File: src/rtl/hpu_pkg.sv
// Shared HPU memory map, raster geometry and palette-fetch state encoding.
package hpu_pkg;

  localparam logic [15:0] TILE_BASE         = 16'h0000;
  localparam logic [15:0] NAMETABLE_BASE    = 16'h1800;
  localparam logic [15:0] ATTRIBUTE_BASE    = 16'h2700;
  localparam logic [15:0] PALETTE_BASE_DEF  = 16'h2ac0;
  localparam int          VIS_COLS_DEF      = 800;
  localparam int          VIS_LINES_DEF     = 480;
  localparam logic [6:0]  PALETTE_BYTES     = 7'd64;

  typedef enum logic [1:0] {
    FETCH_IDLE  = 2'd0,
    FETCH_ISSUE = 2'd1,
    FETCH_DONE  = 2'd2
  } fetch_state_e;

endpackage

File: src/rtl/hpu_palette_ram.sv
// 32 x 12-bit palette store: one synchronous write port, one asynchronous read port.
module hpu_palette_ram
  import hpu_pkg::*;
(
  input  logic        clk,
  input  logic        reset,
  input  logic        we,
  input  logic [4:0]  waddr,
  input  logic [11:0] wdata,
  input  logic [4:0]  raddr,
  output logic [11:0] rdata
);

  logic [11:0] mem_r [0:31];

  // Storage array with synchronous clear
  always_ff @(posedge clk) begin
    if (reset) begin
      for (int i = 0; i < 32; i++) begin
        mem_r[i] <= 12'h000;
      end
    end else if (we) begin
      mem_r[waddr] <= wdata;
    end
  end

  // Reads see the pre-edge contents, so a same-cycle write returns the old entry
  assign rdata = mem_r[raddr];

endmodule

File: src/rtl/hpu_palette.sv
// Palette fetch from video memory during vertical blank plus 2-stage index-to-RGB lookup.
module hpu_palette
  import hpu_pkg::*;
#(
  parameter logic [15:0] PALETTE_BASE = PALETTE_BASE_DEF,
  parameter int          VIS_COLS     = VIS_COLS_DEF,
  parameter int          VIS_LINES    = VIS_LINES_DEF
)(
  input  logic        clk,
  input  logic        reset,
  input  logic [9:0]  true_line,
  input  logic [9:0]  true_column,
  input  logic [4:0]  tile_pixel_in,
  output logic [15:0] addr_out,
  input  logic [7:0]  data_in,
  output logic        fetch_busy,
  output logic [11:0] rgb_out,
  output logic        rgb_valid
);

  localparam logic [9:0] VIS_COLS_W  = 10'(VIS_COLS);
  localparam logic [9:0] VIS_LINES_W = 10'(VIS_LINES);

  fetch_state_e state_r, state_n;
  logic [6:0]   cnt_r, cnt_n;
  logic [15:0]  addr_r;
  logic         busy_r;
  logic [7:0]   gb_r;
  logic [4:0]   idx_r;
  logic         active_r;
  logic [11:0]  rgb_r;
  logic         valid_r;

  logic         trigger_s;
  logic         active_s;
  logic         cap_s;
  logic [6:0]   byte_idx_s;
  logic         we_s;
  logic [4:0]   rd_addr_s;
  logic [11:0]  rd_data_s;

  assign trigger_s  = (true_line == VIS_LINES_W) && (true_column == 10'd0);
  assign active_s   = (true_line < VIS_LINES_W) && (true_column < VIS_COLS_W);
  // Byte captured this cycle was addressed on the previous ISSUE cycle
  assign cap_s      = (state_r == FETCH_ISSUE) && (cnt_r != 7'd0);
  assign byte_idx_s = cnt_r - 7'd1;
  assign we_s       = cap_s && byte_idx_s[0];
  assign rd_addr_s  = (idx_r[2:0] == 3'd0) ? 5'd0 : idx_r;

  // Fetch FSM next-state and byte counter
  always_comb begin
    state_n = state_r;
    cnt_n   = cnt_r;
    case (state_r)
      FETCH_IDLE: begin
        if (trigger_s) begin
          state_n = FETCH_ISSUE;
          cnt_n   = 7'd0;
        end else begin
          state_n = FETCH_IDLE;
        end
      end
      FETCH_ISSUE: begin
        if (cnt_r == PALETTE_BYTES) begin
          state_n = FETCH_DONE;
          cnt_n   = 7'd0;
        end else begin
          cnt_n   = cnt_r + 7'd1;
        end
      end
      FETCH_DONE: begin
        state_n = FETCH_IDLE;
      end
      default: begin
        state_n = FETCH_IDLE;
        cnt_n   = 7'd0;
      end
    endcase
  end

  // Fetch state, address and even-byte holding registers
  always_ff @(posedge clk) begin
    if (reset) begin
      state_r <= FETCH_IDLE;
      cnt_r   <= 7'd0;
      addr_r  <= 16'h0000;
      busy_r  <= 1'b0;
      gb_r    <= 8'h00;
    end else begin
      state_r <= state_n;
      cnt_r   <= cnt_n;
      busy_r  <= (state_n == FETCH_ISSUE);
      if ((state_n == FETCH_ISSUE) && (cnt_n < PALETTE_BYTES)) begin
        addr_r <= PALETTE_BASE + {9'd0, cnt_n};
      end
      if (cap_s && !byte_idx_s[0]) begin
        gb_r <= data_in;
      end
    end
  end

  hpu_palette_ram u_ram (
    .clk   (clk),
    .reset (reset),
    .we    (we_s),
    .waddr (byte_idx_s[5:1]),
    .wdata ({data_in[3:0], gb_r}),
    .raddr (rd_addr_s),
    .rdata (rd_data_s)
  );

  // Two-stage pixel pipeline: index/active, then colour lookup
  always_ff @(posedge clk) begin
    if (reset) begin
      idx_r    <= 5'd0;
      active_r <= 1'b0;
      rgb_r    <= 12'h000;
      valid_r  <= 1'b0;
    end else begin
      idx_r    <= tile_pixel_in;
      active_r <= active_s;
      rgb_r    <= active_r ? rd_data_s : 12'h000;
      valid_r  <= active_r;
    end
  end

  assign addr_out   = addr_r;
  assign fetch_busy = busy_r;
  assign rgb_out    = rgb_r;
  assign rgb_valid  = valid_r;

endmodule

File: config.mk
export PLATFORM = sky130hd
export DESIGN_NAME = hpu_palette
export DESIGN_NICKNAME = d
export VERILOG_FILES = /design/src/rtl/hpu_pkg.sv /design/src/rtl/hpu_palette_ram.sv /design/src/rtl/hpu_palette.sv
export SDC_FILE = /design/constraint.sdc
export NUM_CORES = 1
export LEC_CHECK = 0
export ABC_AREA = 1
export ABC_CLOCK_PERIOD_IN_PS = 6800
export CAP_MARGIN = 40
export CORE_UTILIZATION = 32
export CTS_BUF_LIST = sky130_fd_sc_hd__clkbuf_2
export CTS_CLUSTER_DIAMETER = 120
export DETAILED_ROUTE_END_ITERATION = 8
export RECOVER_POWER = 50
export SLEW_MARGIN = 20
export SYNTH_ARGS = -nofsm -noshare
export SYNTH_HDL_FRONTEND = slang
export SYNTH_SLANG_ARGS = --single-unit
File: constraint.sdc
create_clock -name clk -period 6.8 [get_ports clk]
set_clock_uncertainty 0.05 [all_clocks]
set_input_delay 1.02 -clock clk [delete_from_list [all_inputs] [get_ports clk]]
set_output_delay 1.02 -clock clk [all_outputs]
set_load 0.05 [all_outputs]
# Yosys cells after proc, flatten, opt, wreduce, memory -nomap -nowiden
# Memories as Yosys holds them, arrays and structs flattened. A register that Yosys moved wholly into a read port is not among the register bits.
# Cells that the tools add are included.
[word_totals]
inputBits = 35
word_cells = 49
rom_bits = 0
mem_count = 1
ram_bits = 384
output_inout_bits = 30
latch_bits = 0
regBits = 41
[classes]
bitwise = 1
shifts = 0
n_lt_le_gt_ge = 3
mul = 0
n_reduce_logical = 13
muxes = 15
eq_ne = 5
n_addsub = 3
div_mod_pow = 0
[memory_table]
columns = ["memory", "words", "width", "read_ports", "rd_ports_with_merged_regs", "wr", "line", "source"]
rows = [
  ["u_ram.mem_r", 32, 12, 1, 1, 32, "hpu_palette_ram.sv:14", "logic [11:0] mem_r [0:31];"],
]
[op_table]
columns = ["op", "count"]
rows = [
  ["$pmux W7 S3", 1],
  ["$add A14 B7 Y15 const A", 1],
  ["$mux W7", 2],
  ["$mux W12", 1],
  ["$reduce_or A12 Y1", 1],
  ["$eq A10 B9 Y1 const B", 1],
  ["$logic_not A10 Y1", 1],
  ["$lt A10 B10 Y1 const B", 1],
  ["$lt A10 B9 Y1 const B", 1],
  ["$mux W5", 2],
  ["$add A7 B1 Y7 const B", 1],
  ["$eq A7 B7 Y1 const B", 1],
  ["$lt A7 B7 Y1 const B", 1],
  ["$mux W1", 7],
  ["$reduce_bool A7 Y1", 1],
  ["$logic_and A1 B1 Y1", 6],
  ["$sub A6 B1 Y6 const B", 1],
  ["$eq A2 B1 Y1 const B", 2],
  ["$pmux W2 S2", 1],
  ["$logic_not A3 Y1", 1],
  ["$eq A2 B2 Y1 const B", 1],
  ["$logic_not A2 Y1", 1],
  ["$mux W2", 1],
  ["$reduce_or A2 Y1", 1],
  ["2 further kinds", 2],
]

# Logic depth before layout (Yosys ltp)
# Gate-level depths: netlist of the first run.
[depth]
depth_word = 8
ltp_mapped = 12
ltp_nobuf = 12

# By module
# Synthesis of the first run repeated with hierarchy kept, for this count alone.
[hier_totals]
hier_cells = 2143
hier_area_um2 = 19766.5
[by_module_without_submodules]
columns = ["mod", "cells_per_inst", "seq_area_each_um2", "area_per_inst_um2", "n_inst"]
rows = [
  ["hpu_palette_ram", 1847, 11531.1, 17689.5, 1],
  ["hpu_palette", 296, 920.9, 2077.0, 1],
]

# Least setup slack after synthesis of the first run
# OpenSTA, ideal clock, no wires.
[synth_path]
path_kind = "input port to flip-flop"
from = "in reset"
to = "mem u_ram.mem_r[20][0] (enable)"
arrival_time_ps = 2580
path_slack_ps = 3820
cell_stages = 7
path_cell_list = "clkbuf_1 inv_1 nand4_1 nor3_4 nand2_1 buf_4 nand2_1"
[synth_lines]
columns = ["element", "line", "source"]
rows = [
  ["from (decl)", "hpu_palette.sv:10", "input logic reset,"],
  ["to (decl)", "hpu_palette_ram.sv:14", ""],
]

# Worst setup path after layout of the first run
[layout_path]
from = "in reset"
to = "reg rgb_r[5], in the netlist rgb_out[5] (read register of u_ram.mem_r)"
[layout_between]
elab_chain_len = 1
[layout_lines]
columns = ["element", "line", "source"]
rows = [
  ["$reduce_or A2 Y1 (no line)", "--", ""],
  ["to (decl)", "hpu_palette.sv:31", "logic [11:0] rgb_r;"],
]
# Every way passes these cells.
# A chain may end at the register's enable or synchronous reset.

==> results of run 1 <==
==> registers in the layout (all words and copies together) (netlist names) <==
name / cells
state_r: 2
rgb_out: 12
u_ram.mem_r: 367
rgb_valid: 1
addr_out: 9
gb_r: 8
active_r: 1
idx_r: 5
cnt_r: 7
fetch_busy: 1
==> logic make-up (layout without fill, tap and decap cells) <==
kind of cell               Yosys count  after routing  synth area share
other                                1              8          0.000201
xor gates and xnor gates             4              4           0.00188
AOI/OAI and AO/OA                  182            182            0.0546
DFF                                413            413             0.641
buffers and inverters              221            330            0.0588
adders and majority gates            3              3           0.00202
and+or+nand+nor                   1105           1105             0.241
==> per-stage QoR <==
stage | cells | setup WS, ps | util | hold WS [ps]
finish | 2810 | 1510 | 0.356 | 407
global route | 2810 | 1630 | 0.356 | 372
CTS | 2804 | 3050 | 0.356 | 343
detailed placement | 2626 | 2170 | 0.342 | 397
global placement | 2617 | 2280 | 0.338 | 388
floorplan | 1932 | 3820 | - | 448
==> placed cells by master, fill, tap and decap left out, drive strengths merged <==
cell | Yosys | layout
inv | 66 | 67
dlygate4sd3 | 0 | 12
nor3 | 6 | 6
conb | 1 | 4
diode | 0 | 4
ha | 3 | 3
o2111ai | 6 | 6
o211ai | 28 | 28
xor2 | 3 | 3
nand2 | 341 | 341
clkinvlp | 0 | 1
nor2 | 558 | 558
a21boi | 1 | 1
a21oi | 43 | 43
dfxtp | 46 | 46
o21ai | 101 | 101
or2 | 6 | 6
buf | 52 | 22
clkinv | 2 | 33
a2111oi | 1 | 1
o21bai | 1 | 1
nand3 | 181 | 181
a211o | 1 | 1
clkbuf | 101 | 147
edfxtp | 367 | 367
xnor2 | 1 | 1
nand4 | 13 | 13
clkdlybuf4s50 | 0 | 48
==> final cells by class <==
cell class / count / share of cell area
Sequential cell: 413 / 0.582
Multi-Input combinational cell: 1298 / 0.270
Tap cell: 765 / 0.0467
Timing Repair Buffer: 84 / 0.0456
Clock buffer: 145 / 0.0354
Inverter: 68 / 0.0126
Clock inverter: 33 / 0.00640
Antenna cell: 4 / 0.000488
==> where the power goes <==
group          total, mW  switching (mW)  leakage, nW  internal [mW]
logic              0.360           0.262         2.64         0.0983
registers           2.86          0.0341         4.16           2.83
clock network       1.58            1.01        0.665          0.571
total               4.81            1.31         7.47           3.50
==> routing by layer <==
metal	GRT usage	share of wire
met1	0.251	0.42
met2	0.285	0.44
met3	0.0538	0.12
met4	0.0607	0.023
met5	0	0
==> final timing paths <==
path / depth (start not counted) / to
worst max-delay path: 7 / rgb_out[5]$_SDFF_PP0_
worst min-delay path: 2 / gb_r[7]$_SDFFE_PP0P_
worst max register to register: 7 / u_ram.mem_r[20][1]$_SDFFCE_PN0P_
worst min register to register: 2 / gb_r[7]$_SDFFE_PP0P_
==> worst max-delay path, cell delays in order <==
cell and delay (ps):
dlygate4sd3_1 800, clkinv_1 130, clkbuf_1 2460, nand2_1 880
inv_1 460, nand2_1 100, a21oi_1 270
==> key figures, run 1 <==
STA
  – Crit share post-route: 0.778
  – Relative slew margins: -1.32
  – Setup TNS: 0 ps
  – RSZ-0062 raised after global routing: no
  – Final setup fails: 0
  – Worst-Margin Slew: 3480 ps
  – FMAX: 189 MHz
  – Pins Over Slew Limit: 85
  – Final Hold Fails: 0
  – Tmin final: 5290 ps

Cells and area
  – Area of the multi-input gates: 5550 µm²
  – Register area: 12000 µm²
  – Share of layout cells above drive strength 1: 0.0946
  – # fillers: 5820
  – Final instance area: 20500 µm²
  – Final Net Count: 2005
  – Layout area overhead: 10.2%

Synthesis
  – Post-synth EDFFs: 367
  – Seq cells post-synth: 413
  – Most common cell in the netlist: nor2_1
  – Async set-or-reset flop fraction in the synthesized netlist: 0
  – Library cells used by synthesis: 30
  – Top_reg_cell synth: edfxtp_1
  – Mean post-synth cell area: 9.65 µm²
  – Mapped Area: 18600 µm²
  – Part of the Yosys area used for sequential elements: 0.641
  – Top post-synthesis cells by area: edfxtp_1 (59%), nor2_1 (11%), nand2_1 (6.9%)
  – Synth area leader: edfxtp_1
  – Top cells by instance count after synthesis: nor2_1 (557), edfxtp_1 (367), nand2_1 (341)
  – Cell count after synthesis: 1929
  – Post-synth top area share: 0.592
  – Ys Warns: 0

Global routing
  – Global-route wire length before repair: 82.4 mm
  – Vias in the first global route: 13700
  – Gr ovfl total: 0
  – Largest net degree at the start of global routing: 79
  – Initial antenna violation count: 2
  – Tot GR Track Use: 0.186

Min path
  – Hold_sp: gb_r[7]$_SDFFE_PP0P_
  – Worst Hold Class: flop to flop

Placed design
  – Dpl cell area: 19700 µm²
  – Port Buffers: 60
  – Final HPWL DP: 34.8 mm
  – RePlAce Congestion: 0.902

Power and ir drop
  – PD cells: 234 nW/µm²
  – Overall power: 4.81 mW
  – Peak supply drop: 95.6 µV
  – Leakage power: 7.47 nW

Clocking
  – Post-CTS setup buffers: 0
  – Clock root buffer: clkbuf_2
  – CTS sink count: 413
  – Clock slew seen by the registers of the worst setup and hold paths: 90 ps
  – Clock Latency Late Sink: 1070 ps
  – Post-CTS sizing: 0
  – CTS HTree Levels: 3
  – TritonCTS clock tree: yes
  – Cts bufs inserted: 102
  – Hold_buf cts: 0
  – CTS max path bufs: 3

Floorplanning
  – Ports: 65
  – Core area: 57600 µm²
  – Initial Util: 0.323
  – Die Y: 243 µm
  – Full die area: 59200 µm²
  – Row cnt: 88
  – Width of the die: 243 µm

Detailed routing
  – Via/cell ratio: 5.11
  – Detailed Routing Iterations Pass 1: 6
  – Vias: 14300
  – Antenna Nets Post-Route: 0
  – DRT Wirelength: 55.9 mm
  – Post-route DRC: 0
  – Drt initial violations: 1676
  – Routed wire per std cell: 19.9 µm

Setup path
  – R2R setup slack: 1910 ps
  – Setup CP Type: primary input to flop
  – Crit Path Max Fanout: 48
  – Crit path from: reset
  – RR Startpoint: cnt_r[0]$_SDFF_PP0_
  – CP required: 7660 ps
  – Worst Setup End Kind: flop
  – Data arrival time of the critical path: 6150 ps
  – CP Launch Type: primary input

Job
  – Maxcap violations: 5

Outcome
  – Failing checks: max-capacitance violations, max-slew violations
  – Status: finished, violations left
Note: power is estimated with default switching activity, not from simulation.
==> inputs of run 2 (changes only) <==
--- a/config.mk
+++ b/config.mk
@@ -6,7 +6,7 @@
 export NUM_CORES = 1
 export LEC_CHECK = 0
 export ABC_AREA = 1
-export ABC_CLOCK_PERIOD_IN_PS = 6800
+export ABC_CLOCK_PERIOD_IN_PS = 4800
 export CAP_MARGIN = 40
 export CORE_UTILIZATION = 32
 export CTS_BUF_LIST = sky130_fd_sc_hd__clkbuf_2
==> constraint.sdc (replaced) <==
create_clock -name clk -period 4.8 [get_ports clk]
set_clock_uncertainty 0.05 [all_clocks]
set_input_delay 0.72 -clock clk [delete_from_list [all_inputs] [get_ports clk]]
set_output_delay 0.72 -clock clk [all_outputs]
set_load 0.05 [all_outputs]
==> key figures, run 2 (synthesized netlist as in run 1, its figures left out) <==
Outcome
  – Status: finished, final reports clean

STA
  – Pins Over Slew Limit: 0
  – Crit share post-route: 0.771
  – Worst Hold Slack: 131 ps
  – Tmin final: 3700 ps
  – Final Hold Fails: 0
  – Worst-Margin Slew: 1490 ps
  – RSZ-0062 raised after global routing: no
  – Relative slew margins: 0.00922
  – FMAX: 270 MHz
  – Final setup fails: 0
  – Setup TNS: 0 ps

Cells and area
  – Fin util: 0.357
  – Final Net Count: 2006
  – Top reg by flops: u_ram.mem_r
  – Most frequent cells in the layout: nor2_1 (557), edfxtp_1 (367), nand2_1 (341), nand3_1 (181), clkbuf_2 (150)
  – Share of layout cells above drive strength 1: 0.100
  – Max FFs per register: 367
  – Layout area overhead: 10.5%
  – Most common library cell in the layout ignoring fill and taps: nor2_1

Clocking
  – TritonCTS clock tree: yes
  – CTS max path bufs: 3
  – Hold_buf cts: 0
  – Post-CTS setup buffers: 0
  – CTS HTree Levels: 3
  – Clock Latency Late Sink: 1060 ps
  – CTS sink count: 413
  – Cts bufs inserted: 102
  – Post-CTS sizing: 0
  – Clock root buffer: clkbuf_2
  – Clock slew seen by the registers of the worst setup and hold paths: 110 ps

Setup path
  – Worst-path cell with the longest stage delay: nor3_4
  – R2R setup slack: 1100 ps
  – Data arrival time of the critical path: 4290 ps
  – Buf/Inv on CP: 2
  – Slowest stage delay, CP: 770 ps
  – Crit Path Max Fanout: 13
  – Worst r2r path cells: 7
  – Worst Setup End Kind: flop
  – RR Endpoint: u_ram.mem_r[12][9]$_SDFFCE_PN0P_
  – CP required: 5390 ps
  – Worst-path cell chain: inv_1 > ha_1 > xnor2_1 > inv_1 > nor3_4 > nand2_1 > nand2_1
  – RR Startpoint: cnt_r[0]$_SDFF_PP0_
  – Setup CP Type: flop to flop
  – CP Launch Type: flop
  – Top delay family on crit path: simple AND/OR/NAND/NOR gates

Floorplanning
  – Core area: 57600 µm²
  – Initial Util: 0.323
  – Row cnt: 88
  – Full die area: 59200 µm²
  – Width of the die: 243 µm
  – Die Y: 243 µm
  – Ports: 65

Power and ir drop
  – Peak supply drop: 153 µV
  – PD cells: 336 nW/µm²
  – Leakage power: 7.55 nW
  – Overall power: 6.91 mW

Global routing
  – Largest net degree at the start of global routing: 78
  – Initial antenna violation count: 2
  – Global-route wire length before repair: 82.8 mm
  – Vias in the first global route: 13700
  – Tot GR Track Use: 0.187
  – Gr ovfl total: 0

Min path
  – Hold Path Sink: idx_r[3]$_SDFF_PP0_
  – Hold_sp: tile_pixel_in[3]
  – Worst Hold Class: primary input to flop
  – Hold path cells: 3

Detailed routing
  – Post-route DRC: 0
  – Antenna Nets Post-Route: 0
  – Detailed Routing Iterations Pass 1: 5
  – Drt initial violations: 1927
  – Via/cell ratio: 5.08
  – DRT Wirelength: 55.8 mm
  – Routed wire per std cell: 19.8 µm
  – Vias: 14300

Job
  – Maxcap violations: 0

Placed design
  – RePlAce Congestion: 0.911
  – Final HPWL DP: 35.2 mm
  – Port Buffers: 60
run 2: cell count changes in the layout (fill, tap and decap cells not counted), sizes merged:
| cell | change |
|---|---|
| bufinv | +1 |
| clkbuf | +5 |
| clkdlybuf4s50 | -12 |
| clkinv | +4 |
| diode | -3 |
| dlygate4sd3 | +12 |
| inv | -2 |
run 2: power breakdown:
| part | leakage [nW] | total (mW) | internal (mW) | switching, mW |
|---|---|---|---|---|
| combinational | 2.68 | 0.499 | 0.135 | 0.364 |
| sequential | 4.16 | 4.06 | 4.01 | 0.0509 |
| clock | 0.706 | 2.36 | 0.888 | 1.47 |
run 2: area by class of cell:
class                      instances  area [µm²]
fill                            5804       37000
sequential                       413       12000
multi-input combinational       1298        5590
tap                              765         957
timing repair buffer              85         901
clock buffer                     149         746
inverter                          68         258
clock inverter                    36         174
antenna                            1        2.50
run 2: worst max path at each step:
stage / start / end / slack (ps) / cells after the start
after floorplan: reset / u_ram.mem_r[20][0]$_SDFFCE_PN0P_ / 2120 / 7
after global placement: reset / u_ram.mem_r[16][11]$_SDFFCE_PN0P_ / 950 / 7
after detailed placement: reset / u_ram.mem_r[0][2]$_SDFFCE_PN0P_ / 860 / 7
after CTS: cnt_r[0]$_SDFF_PP0_ / u_ram.mem_r[0][2]$_SDFFCE_PN0P_ / 1160 / 7
after global routing: cnt_r[0]$_SDFF_PP0_ / u_ram.mem_r[0][1]$_SDFFCE_PN0P_ / 910 / 7
final: cnt_r[0]$_SDFF_PP0_ / u_ram.mem_r[12][9]$_SDFFCE_PN0P_ / 1100 / 7
run 2: metrics by stage:
| stage | area, µm² | instances | worst slack (ps) |
|---|---|---|---|
| final | 20600 | 2815 | 1100 |
| after global routing | 20600 | 2815 | 906 |
| after CTS | 20600 | 2813 | 1160 |
| after detailed placement | 19700 | 2628 | 859 |
| after global placement | 19500 | 2621 | 947 |
| after floorplan | 18600 | 1932 | 2120 |
run 2: routing by layer:
layer / track usage / routed length (µm) / vias up
met5: 0 / 0 / -
met4: 0.0753 / 1790 / 0
met3: 0.0501 / 6590 / 121
met2: 0.273 / 24200 / 828
met1: 0.261 / 23200 / 6760
li1: - / - / 6581
run 2: worst reg2reg max path: stages (launching register included):
cell and delay (ps):
dfxtp_1 430, inv_1 140, ha_1 240, xnor2_1 450, inv_1 220, nor3_4 770, nand2_1 470, nand2_1 540
==> inputs of run 3 (changes only) <==
--- a/config.mk
+++ b/config.mk
@@ -6,7 +6,7 @@
 export NUM_CORES = 1
 export LEC_CHECK = 0
 export ABC_AREA = 1
-export ABC_CLOCK_PERIOD_IN_PS = 4800
+export ABC_CLOCK_PERIOD_IN_PS = 3600
 export CAP_MARGIN = 40
 export CORE_UTILIZATION = 32
 export CTS_BUF_LIST = sky130_fd_sc_hd__clkbuf_2
==> constraint.sdc (replaced) <==
create_clock -name clk -period 3.6 [get_ports clk]
set_clock_uncertainty 0.05 [all_clocks]
set_input_delay 0.54 -clock clk [delete_from_list [all_inputs] [get_ports clk]]
set_output_delay 0.54 -clock clk [all_outputs]
set_load 0.05 [all_outputs]
==> key figures, run 3 (synthesized netlist as in run 1, its figures left out) <==
Outcome
  – Status: finished, final reports clean

Floorplanning
  – Ports: 65
  – Initial Util: 0.323
  – Row cnt: 88
  – Width of the die: 243 µm
  – Core area: 57600 µm²
  – Die Y: 243 µm
  – Full die area: 59200 µm²

Clocking
  – CTS sink count: 413
  – Cts bufs inserted: 101
  – Clock Latency Late Sink: 1090 ps
  – Post-CTS sizing: 0
  – TritonCTS clock tree: yes
  – Clock slew seen by the registers of the worst setup and hold paths: 110 ps
  – CTS HTree Levels: 3
  – Clock root buffer: clkbuf_2
  – CTS max path bufs: 3

Min path
  – Worst Hold Class: primary input to flop
  – Hold path cells: 2

Setup path
  – CP Launch Type: flop
  – Buf/Inv on CP: 1
  – Setup CP Type: flop to flop
  – Stages on the worst setup path: 7
  – Worst-path cell with the longest stage delay: dfxtp_2
  – Critical Path Most Common Cell: nand2_1
  – Slowest stage delay, CP: 890 ps
  – Worst r2r path cells: 7
  – R2R setup slack: 300 ps
  – Worst-path cell chain: inv_1 > nand2_1 > or2_2 > o2111ai_1 > nand2_1 > nand3_1 > a21oi_1
  – CP required: 4490 ps
  – Top delay family on crit path: simple AND/OR/NAND/NOR gates
  – Crit Path Max Fanout: 32
  – Worst Setup End Kind: flop
  – Data arrival time of the critical path: 4190 ps

Global routing
  – Initial antenna violation count: 4
  – Vias in the first global route: 14000
  – Gr ovfl total: 0
  – Tot GR Track Use: 0.183
  – Global-route wire length before repair: 82.2 mm
  – Largest net degree at the start of global routing: 71

Detailed routing
  – Detailed Routing Iterations Pass 1: 6
  – Via/cell ratio: 5.03
  – Routed wire per std cell: 19.1 µm
  – Vias: 14300
  – Drt initial violations: 1747
  – DRT Wirelength: 54.5 mm
  – Antenna Nets Post-Route: 0
  – Post-route DRC: 0

STA
  – Worst-Margin Slew: 1360 ps
  – Worst Hold Slack: 111 ps
  – FMAX: 303 MHz
  – RSZ-0062 raised after global routing: no
  – Final setup fails: 0
  – Pins Over Slew Limit: 0
  – Tmin final: 3300 ps
  – Final Hold Fails: 0
  – Setup TNS: 0 ps
  – Relative slew margins: 0.0952
  – Crit share post-route: 0.917

Power and ir drop
  – Peak supply drop: 216 µV
  – Overall power: 9.47 mW
  – Leakage power: 7.61 nW
  – PD cells: 454 nW/µm²

Cells and area
  – Top reg by flops: u_ram.mem_r
  – Final Net Count: 2036
  – Most common library cell in the layout ignoring fill and taps: nor2_1
  – Max FFs per register: 367
  – Most frequent cells in the layout: nor2_1 (557), edfxtp_1 (367), nand2_1 (341), nand3_1 (181), clkbuf_2 (148)
  – Share of layout cells above drive strength 1: 0.102
  – Layout area overhead: 12.0%
  – Final cell count without fillers: 2846
  – Final instance area: 20900 µm²

Job
  – Maxcap violations: 0

Placed design
  – Final HPWL DP: 34.4 mm
  – RePlAce Congestion: 0.871
  – Dpl cell area: 19800 µm²
  – Placed cell count: 2653
  – Port Buffers: 60
==> run 3: cell count changes in the layout (fill, tap and decap cells not counted), sizes merged <==
cell,change
buf,+10
bufinv,+4
clkbuf,+13
clkdlybuf4s50,+17
clkinv,-5
clkinvlp,-1
diode,+2
dlygate4sd3,-11
inv,+2
==> run 3: what timing repair did <==
action,4_1_cts,5_1_grt
endpoints found under the setup margin,0,0
hold buffers,6,0
setup buffers,0,0
hold endpoints to repair,6,0
==> run 3: per-stage QoR <==
step / worst slack, ps / utilization
after floorplan: 984 / -
after global placement: 468 / 0.342
after detailed placement: 387 / 0.345
after CTS: 413 / 0.363
after global routing: 127 / 0.362
final: 298 / 0.362
==> run 3: metal layers <==
metal / vias up / track usage / share of wire
met2: 793 / 0.281 / 0.45
li1: 6640 / - / -
met4: 4 / 0.0634 / 0.029
met3: 113 / 0.0482 / 0.11
met1: 6752 / 0.248 / 0.42
met5: - / 0 / 0.00046
==> run 3: power breakdown <==
part	switching, mW	internal, mW
registers	0.0659	5.34
clock network	1.94	1.46
logic	0.484	0.182
total	2.49	6.98
==> run 3: path summary, 6_finish.rpt <==
path,startpoint,end
min,true_column[8],active_r$_SDFF_PP0_
min reg2reg,addr_out[8]$_SDFFE_PP0P_,addr_out[8]$_SDFFE_PP0P_
max reg2reg,idx_r[1]$_SDFF_PP0_,rgb_out[6]$_SDFF_PP0_
max,idx_r[1]$_SDFF_PP0_,rgb_out[6]$_SDFF_PP0_
==> run 3: final cells by class <==
cell class	count	area (µm²)
flip-flops and latches	413	11900
inverters	68	258
multi-input cells	1298	5570
diodes	3	7.51
repair buffers	116	1100
clock buffers	147	736
clock inverters	36	274
fillers	5754	36700
well taps	765	957
